$ cat config.mk
export PLATFORM = sky130hd
export DESIGN_NAME = qa_drv_hc_read_arbiter
export DESIGN_NICKNAME = d
export VERILOG_FILES = /design/src/rtl/qa_drv_hc_pkg.sv /design/src/rtl/qa_drv_hc_read_arbiter_chk.sv /design/src/rtl/qa_drv_hc_read_credit.sv /design/src/rtl/qa_drv_hc_read_arbiter.sv
export SDC_FILE = /design/constraint.sdc
export NUM_CORES = 1
export LEC_CHECK = 0
export BUFFER_PORTS_ARGS = -buffer_cell sky130_fd_sc_hd__buf_2
export CAP_MARGIN = 10
export CORE_AREA = 2 2 111 113
export DETAILED_ROUTE_END_ITERATION = 7
export DIE_AREA = 0 0 113 115
export HOLD_SLACK_MARGIN = 0.08
export PLACE_DENSITY = 0.82
export REMOVE_ABC_BUFFERS = 1
export SETUP_SLACK_MARGIN = 0.15
export SLEW_MARGIN = 10
export SYNTH_ARGS = -nofsm -noshare
export SYNTH_HDL_FRONTEND = slang
export SYNTH_SLANG_ARGS = --single-unit
$ cat constraint.sdc
create_clock -name clk -period 2 [get_ports clk]
set_input_delay 0.3 -clock clk [delete_from_list [all_inputs] [get_ports clk]]
set_output_delay 0.3 -clock clk [all_outputs]
set_load 0.1 [all_outputs]
$ cat src/rtl/qa_drv_hc_pkg.sv
// Shared types and constants for the host-channel read driver.
package qa_drv_hc_pkg;

   typedef enum logic [1:0] {
      FAVOR_READER = 2'd0,
      FAVOR_WRITER = 2'd1,
      DRAIN        = 2'd2
   } t_RD_ARB_STATE;

   localparam int DEFAULT_MAX_OUTSTANDING = 32;
   localparam int TX_HEADER_W             = 61;

   typedef logic [TX_HEADER_W-1:0] t_TX_HEADER;

endpackage

$ cat src/rtl/qa_drv_hc_read_arbiter_chk.sv
// Simulation-only invariants for the TX0 read arbiter.
module qa_drv_hc_read_arbiter_chk #(
   parameter int MAX_OUTSTANDING = 32,
   parameter int CNT_W           = $clog2(MAX_OUTSTANDING + 1)
) (
   input logic             clk,
   input logic             reset_n,
   input logic             status_grant,
   input logic             reader_grant,
   input logic             writer_grant,
   input logic [CNT_W-1:0] outstanding
);

   localparam logic [CNT_W-1:0] MAX_CNT = CNT_W'(MAX_OUTSTANDING);

   a_one_grant: assert property (@(posedge clk) disable iff (!reset_n)
      $onehot0({status_grant, reader_grant, writer_grant}))
      else $fatal(1, "read arbiter: more than one grant in a cycle");

   a_credit_bound: assert property (@(posedge clk) disable iff (!reset_n)
      (outstanding <= MAX_CNT))
      else $fatal(1, "read arbiter: outstanding exceeds MAX_OUTSTANDING");

endmodule

$ cat src/rtl/qa_drv_hc_read_credit.sv
// In-flight request counter with sticky underflow flag; shared by the TX0 read
// and TX1 write-response paths.
module qa_drv_hc_read_credit
   import qa_drv_hc_pkg::*;
#(
   parameter int MAX_OUTSTANDING = DEFAULT_MAX_OUTSTANDING,
   parameter int CNT_W           = $clog2(MAX_OUTSTANDING + 1)
) (
   input  logic             clk,
   input  logic             reset_n,
   input  logic             issue,
   input  logic             rsp,
   output logic [CNT_W-1:0] count,
   output logic             room,
   output logic             err_underflow
);

   localparam logic [CNT_W-1:0] MAX_CNT  = CNT_W'(MAX_OUTSTANDING);
   localparam logic [CNT_W-1:0] ZERO_CNT = CNT_W'(0);
   localparam logic [CNT_W-1:0] ONE_CNT  = CNT_W'(1);

   logic [CNT_W-1:0] count_r;
   logic [CNT_W-1:0] count_nxt_s;
   logic             room_r;
   logic             err_r;
   logic             underflow_s;

   // Next count; a response at zero is flagged and never wraps the counter.
   always_comb begin
      count_nxt_s = count_r;
      underflow_s = rsp && (count_r == ZERO_CNT);
      case ({issue, rsp})
         2'b10: count_nxt_s = count_r + ONE_CNT;
         2'b01: begin
            if (count_r == ZERO_CNT) begin
               count_nxt_s = ZERO_CNT;
            end else begin
               count_nxt_s = count_r - ONE_CNT;
            end
         end
         default: count_nxt_s = count_r;
      endcase
   end

   // Counter, registered room indication and sticky error.
   always_ff @(posedge clk or negedge reset_n) begin
      if (!reset_n) begin
         count_r <= ZERO_CNT;
         room_r  <= 1'b1;
         err_r   <= 1'b0;
      end else begin
         count_r <= count_nxt_s;
         room_r  <= (count_nxt_s < MAX_CNT);
         err_r   <= err_r || underflow_s;
      end
   end

   assign count         = count_r;
   assign room          = room_r;
   assign err_underflow = err_r;

endmodule

$ cat src/rtl/qa_drv_hc_read_arbiter.sv
// TX0 read arbiter: status/reader/writer arbitration with credit limit,
// almost-full throttling and an AFU-enable driven drain sequence.
module qa_drv_hc_read_arbiter
   import qa_drv_hc_pkg::*;
#(
   parameter int HDR_W            = TX_HEADER_W,
   parameter int MAX_OUTSTANDING  = DEFAULT_MAX_OUTSTANDING,
   parameter int STATUS_BURST_MAX = 4
) (
   input  logic                                 clk,
   input  logic                                 reset_n,
   input  logic                                 afu_en,
   input  logic                                 status_req,
   input  logic [HDR_W-1:0]                     status_hdr,
   input  logic                                 reader_req,
   input  logic [HDR_W-1:0]                     reader_hdr,
   input  logic                                 writer_req,
   input  logic [HDR_W-1:0]                     writer_hdr,
   output logic                                 status_grant,
   output logic                                 reader_grant,
   output logic                                 writer_grant,
   output logic                                 can_issue,
   output logic                                 tx0_rdvalid,
   output logic [HDR_W-1:0]                     tx0_header,
   input  logic                                 tx0_almostfull,
   input  logic                                 rx0_rdrsp,
   output logic [$clog2(MAX_OUTSTANDING+1)-1:0] outstanding,
   output logic                                 quiesced,
   output logic                                 err_underflow
);

   localparam int                 CNT_W     = $clog2(MAX_OUTSTANDING + 1);
   localparam int                 BURST_W   = $clog2(STATUS_BURST_MAX + 1);
   localparam logic [BURST_W-1:0] BURST_MAX = BURST_W'(STATUS_BURST_MAX);
   localparam logic [BURST_W-1:0] BURST_ONE = BURST_W'(1);
   localparam logic [CNT_W-1:0]   ZERO_CNT  = CNT_W'(0);

   t_RD_ARB_STATE      state_r;
   logic [BURST_W-1:0] burst_cnt_r;
   logic               almostfull_r;
   logic               rdvalid_r;
   logic [HDR_W-1:0]   header_r;
   logic               quiesced_r;

   logic               room_s;
   logic [CNT_W-1:0]   count_s;
   logic               can_issue_s;
   logic               other_pending_s;
   logic               status_blocked_s;
   logic               status_grant_s;
   logic               reader_grant_s;
   logic               writer_grant_s;
   logic               issue_s;
   logic [HDR_W-1:0]   grant_hdr_s;

   // Grant selection; the credit check sees the count before this cycle's response.
   always_comb begin
      can_issue_s      = afu_en && !almostfull_r && room_s && (state_r != DRAIN);
      other_pending_s  = reader_req || writer_req;
      status_blocked_s = (burst_cnt_r == BURST_MAX) && other_pending_s;
      status_grant_s   = can_issue_s && status_req && !status_blocked_s;
      reader_grant_s   = can_issue_s && !status_grant_s && reader_req &&
                         ((state_r == FAVOR_READER) || !writer_req);
      writer_grant_s   = can_issue_s && !status_grant_s && !reader_grant_s && writer_req;
      issue_s          = status_grant_s || reader_grant_s || writer_grant_s;
      if (status_grant_s) begin
         grant_hdr_s = status_hdr;
      end else if (reader_grant_s) begin
         grant_hdr_s = reader_hdr;
      end else begin
         grant_hdr_s = writer_hdr;
      end
   end

   // Arbitration FSM with its registered TX0 outputs and drain status.
   always_ff @(posedge clk or negedge reset_n) begin
      if (!reset_n) begin
         state_r      <= FAVOR_READER;
         burst_cnt_r  <= '0;
         almostfull_r <= 1'b0;
         rdvalid_r    <= 1'b0;
         header_r     <= '0;
         quiesced_r   <= 1'b0;
      end else begin
         almostfull_r <= tx0_almostfull;
         rdvalid_r    <= issue_s;
         if (issue_s) begin
            header_r <= grant_hdr_s;
         end else begin
            header_r <= header_r;
         end
         quiesced_r <= (state_r == DRAIN) && (count_s == ZERO_CNT) && !rdvalid_r;

         if (reader_grant_s || writer_grant_s || !other_pending_s) begin
            burst_cnt_r <= '0;
         end else if (status_grant_s && (burst_cnt_r != BURST_MAX)) begin
            burst_cnt_r <= burst_cnt_r + BURST_ONE;
         end else begin
            burst_cnt_r <= burst_cnt_r;
         end

         if (!afu_en) begin
            state_r <= DRAIN;
         end else begin
            case (state_r)
               FAVOR_READER: state_r <= reader_grant_s ? FAVOR_WRITER : FAVOR_READER;
               FAVOR_WRITER: state_r <= writer_grant_s ? FAVOR_READER : FAVOR_WRITER;
               DRAIN:        state_r <= quiesced_r ? FAVOR_READER : DRAIN;
               default:      state_r <= FAVOR_READER;
            endcase
         end
      end
   end

   qa_drv_hc_read_credit #(
      .MAX_OUTSTANDING (MAX_OUTSTANDING),
      .CNT_W           (CNT_W)
   ) u_credit (
      .clk           (clk),
      .reset_n       (reset_n),
      .issue         (issue_s),
      .rsp           (rx0_rdrsp),
      .count         (count_s),
      .room          (room_s),
      .err_underflow (err_underflow)
   );

   qa_drv_hc_read_arbiter_chk #(
      .MAX_OUTSTANDING (MAX_OUTSTANDING),
      .CNT_W           (CNT_W)
   ) u_chk (
      .clk          (clk),
      .reset_n      (reset_n),
      .status_grant (status_grant_s),
      .reader_grant (reader_grant_s),
      .writer_grant (writer_grant_s),
      .outstanding  (count_s)
   );

   assign status_grant = status_grant_s;
   assign reader_grant = reader_grant_s;
   assign writer_grant = writer_grant_s;
   assign can_issue    = can_issue_s;
   assign tx0_rdvalid  = rdvalid_r;
   assign tx0_header   = header_r;
   assign outstanding  = count_s;
   assign quiesced     = quiesced_r;

endmodule

==> results.ini <==
[status]
outcome = finished with violations
failed_checks = design-rule violations

[placement]
gp_congestion = 0.889
placed_cells = 796
io_buffer_count = 264
dp_hpwl_um = 10800
place_area_mm2 = 0.00632

[die]
start_util_pct = 40.1
die_h_um = 115
die_area_mm2 = 0.0130
rows = 40
ios = 265
die_x_um = 113
core_mm2 = 0.0118

[power_and_ir_drop]
p_seq_share_pct = 21.3
powerDensity_mw_per_mm2 = 1640
ir_worst_vdd_uv = 1340
p_comb_share_pct = 64.8
clockPowerShare_pct = 13.9
switching_power_w = 0.00741
p_int_w = 0.00502
p_leak_nw = 3.37
swShare_pct = 59.6

[final_layout]
utilization_pct = 64.2
regArea_mm2 = 0.00193
drive_gt1_share_pct = 68.9
finalInstanceArea_mm2 = 0.00758
fillers = 859
stdcell_count = 842
multiInputGateArea_mm2 = 0.00302
syn_to_final_growth_pct = 60.1
n_antenna_cell = 0
nets = 888

[yosys]
synth_area_mm2 = 0.00474
seq_area_frac_synth_pct = 40.7
ys_warn_count = 0
ys_seq_elements = 77
syn_inst = 395
async_reset_ff_share_pct = 100
yosysUniqueCellTypes = 51
synth-main-ff-cell = dfrtp_1
synth_edf_count = 0
syn_avg_cell_area_um2 = 12.0

[global_route]
grt_pass1_wl_um = 23300
grt_max_degree = 78
first_global_vias = 4760
antenna_found_initial = 0
overflow = 0
grt_usage_pct = 22.8

[drt]
ant_nets = 0
vias = 4689
routed_wl_um = 16800
dr.pass1.iters = 8
wl_per_cell_um = 20.0
drt_iter0_markers = 249
drc = 20
vias_per_cell = 5.57

[cts]
clockRootBuffer = clkbuf_16
clkTransAtPathRegs_ns = 0.06
cts_buffers = 9
clk_path_buf_depth = 2
clock_latency_ns = 0.33
htree_levels = 3
cts_tree = built
cts_num_sinks = 77

[setup_path]
cp.required_ns = 1.70
rr_worst_depth = 6
r2r_slack_ns = 0.09
path_class = reg -> out
cp.arrival_ns = 1.67
cp_max_fo = 3
reg2reg_from = state_r[1]$_DFF_PN0_
startpoint_type = flip-flop
worstSetupEndpointType = output port

[hold_path]
hold_path.class = in -> reg
hp-start = afu_en
whs_path_depth = 2
whs_endpoint = state_r[1]$_DFF_PN0_

[flow_run]
max_cap_violations = 0

[timing]
final_hold_viol_count = 0
slew_headroom_pct = 61.6
period_minus_slack_ns = 1.97
drv_slew = 0
final.period_utilization_pct = 98.3
rsz0062_at_grt = true
setup_viol = 0
tightest_slew_ns = 0.575
hold_slack_ns = 0.191
skew_ns = 0.00736
clock.fmax_ghz = 0.509

-- flip-flops by register name, summed over array words and instances, names as in the netlist, named ones only --
signal,flops
u_credit.err_underflow,1
almostfull_r,1
u_credit.room,1
u_credit.count,5
quiesced,1
burst_cnt_r,3
tx0_rdvalid,1
tx0_header,61
state_r,2
-- kinds of logic after synthesis --
group / count (synthesis) / synth area share, %
buffers and inverters: 46 / 6.08
flip-flops: 77 / 40.7
adder cells (fa/ha/maj): 6 / 1.58
multiplexers: 3 / 0.634
AND/OR/NAND/NOR: 104 / 9.88
AO/OA/AOI/OAI: 159 / 41.1
-- Yosys cell counts (2+ instances only) --
library cell,n,share of area [%]
clkbuf_1,5,0.40
o211ai_1,3,0.48
o21ai_0,12,1.3
and3_1,6,0.79
ha_1,6,1.6
mux2i_1,3,0.63
buf_4,6,0.95
nand4_1,2,0.26
a211oi_1,5,0.79
o221ai_1,3,0.55
buf_1,3,0.24
a2bb2oi_2,51,16
nand2b_1,3,0.40
dfrtp_1,76,40
buf_2,10,1.1
nor2_1,5,0.40
a21oi_1,6,0.63
inv_1,11,0.87
o21ai_1,6,0.63
nor3_1,5,0.53
o221ai_2,54,17
nand2_1,71,5.6
buf_6,10,2.4
nand3b_1,2,0.32
a2bb2oi_1,5,0.92
-- layout make-up --
cell class | count | share of cell area (%)
clock buffers | 10 | 3.15
clock inverters | 5 | 0.990
inverters | 12 | 0.726
multi-input cells | 272 | 39.8
flip-flops and latches | 77 | 25.4
well taps | 147 | 2.43
repair buffers | 319 | 27.5
-- power by group through the flow --
stage	clock (W)	sequential, W	combinational (W)
5_1_grt	0.00183	0.00273	0.00833
2_1_floorplan	0	0.00734	0.00136
3_3_place_gp	0	0.00261	0.00744
4_1_cts	0.00176	0.00263	0.00782
6_report	0.00172	0.00265	0.00806
3_5_place_dp	0	0.00264	0.00755
-- worst max path at each step --
stage | to | slack (ns) | cells after the start | startpoint
final | writer_grant | 0.03 | 7 | burst_cnt_r[1]$_DFFE_PN0P_
after global routing | writer_grant | -0.03 | 7 | burst_cnt_r[1]$_DFFE_PN0P_
after CTS | writer_grant | 0.01 | 7 | burst_cnt_r[1]$_DFFE_PN0P_
after detailed placement | tx0_header[8]$_DFFE_PN0P_ | 0.05 | 8 | burst_cnt_r[0]$_DFFE_PN0P_
after global placement | u_credit.count[3]$_DFFE_PN0P_ | 0.12 | 8 | u_credit.room$_DFF_PN1_
after floorplan | writer_grant | -7.14 | 6 | burst_cnt_r[0]$_DFFE_PN0P_
-- placed cells by master (no fill, tap or decap), types with 2 or more instances in the layout --
cell / count
buf_2: 259
dfrtp_1: 75
nand2_1: 68
a2bb2oi_2: 56
buf_4: 31
o221ai_4: 29
o221ai_2: 27
clkbuf_16: 13
buf_12: 10
o21ai_1: 9
o21ai_0: 8
and3_1: 6
buf_6: 6
inv_2: 5
inv_1: 5
a211oi_1: 5
a21oi_1: 5
buf_16: 5
nor3_1: 4
ha_4: 4
nor2_1: 3
o211ai_1: 3
mux2i_1: 3
clkinv_2: 3
nand3b_1: 2
nor2_2: 2
nand2b_1: 2
nand2_2: 2
nand4_1: 2
ha_1: 2
bufinv_16: 2
dlygate4sd3_1: 2
buf_8: 2
-- metrics by stage --
step	setup slack, ns	TNS [ns]	total power, W
finish	0.0340	0	0.0124
global placement	0.119	0	0.0100
detailed placement	0.0476	0	0.0102
CTS	0.0117	0	0.0122
global route	-0.0309	-0.0443	0.0129
floorplan	-7.14	-390.16	0.00871
-- worst max-delay path, stage by stage, from the launching register on --
cell and delay (ns):
dfrtp_1 0.40, inv_2 0.08, ha_4 0.16, nand2_4 0.06, o21ai_4 0.18, o2111ai_4 0.15
inv_2 0.12, buf_12 0.18
-- per-layer routing --
metal	routed length, µm	part of all wire, %	global-route usage, %
met5	0	0	0
met4	320	1.9	9.67
met3	1020	6.1	5.06
met2	9070	54	41.6
met1	6400	38	25.7
-- what timing repair did --
| action | CTS | global route |
|---|---|---|
| cloned | 3 | 4 |
| endpoints found under the hold margin | 77 | 0 |
| hold buffers | 2 | 0 |
| pin swaps | 43 | 41 |
| setup buffers | 15 | 7 |
| setup endpoints to repair | 65 | 70 |
| gates resized for setup | 53 | 41 |
Note: power is estimated with default switching activity, not from simulation.
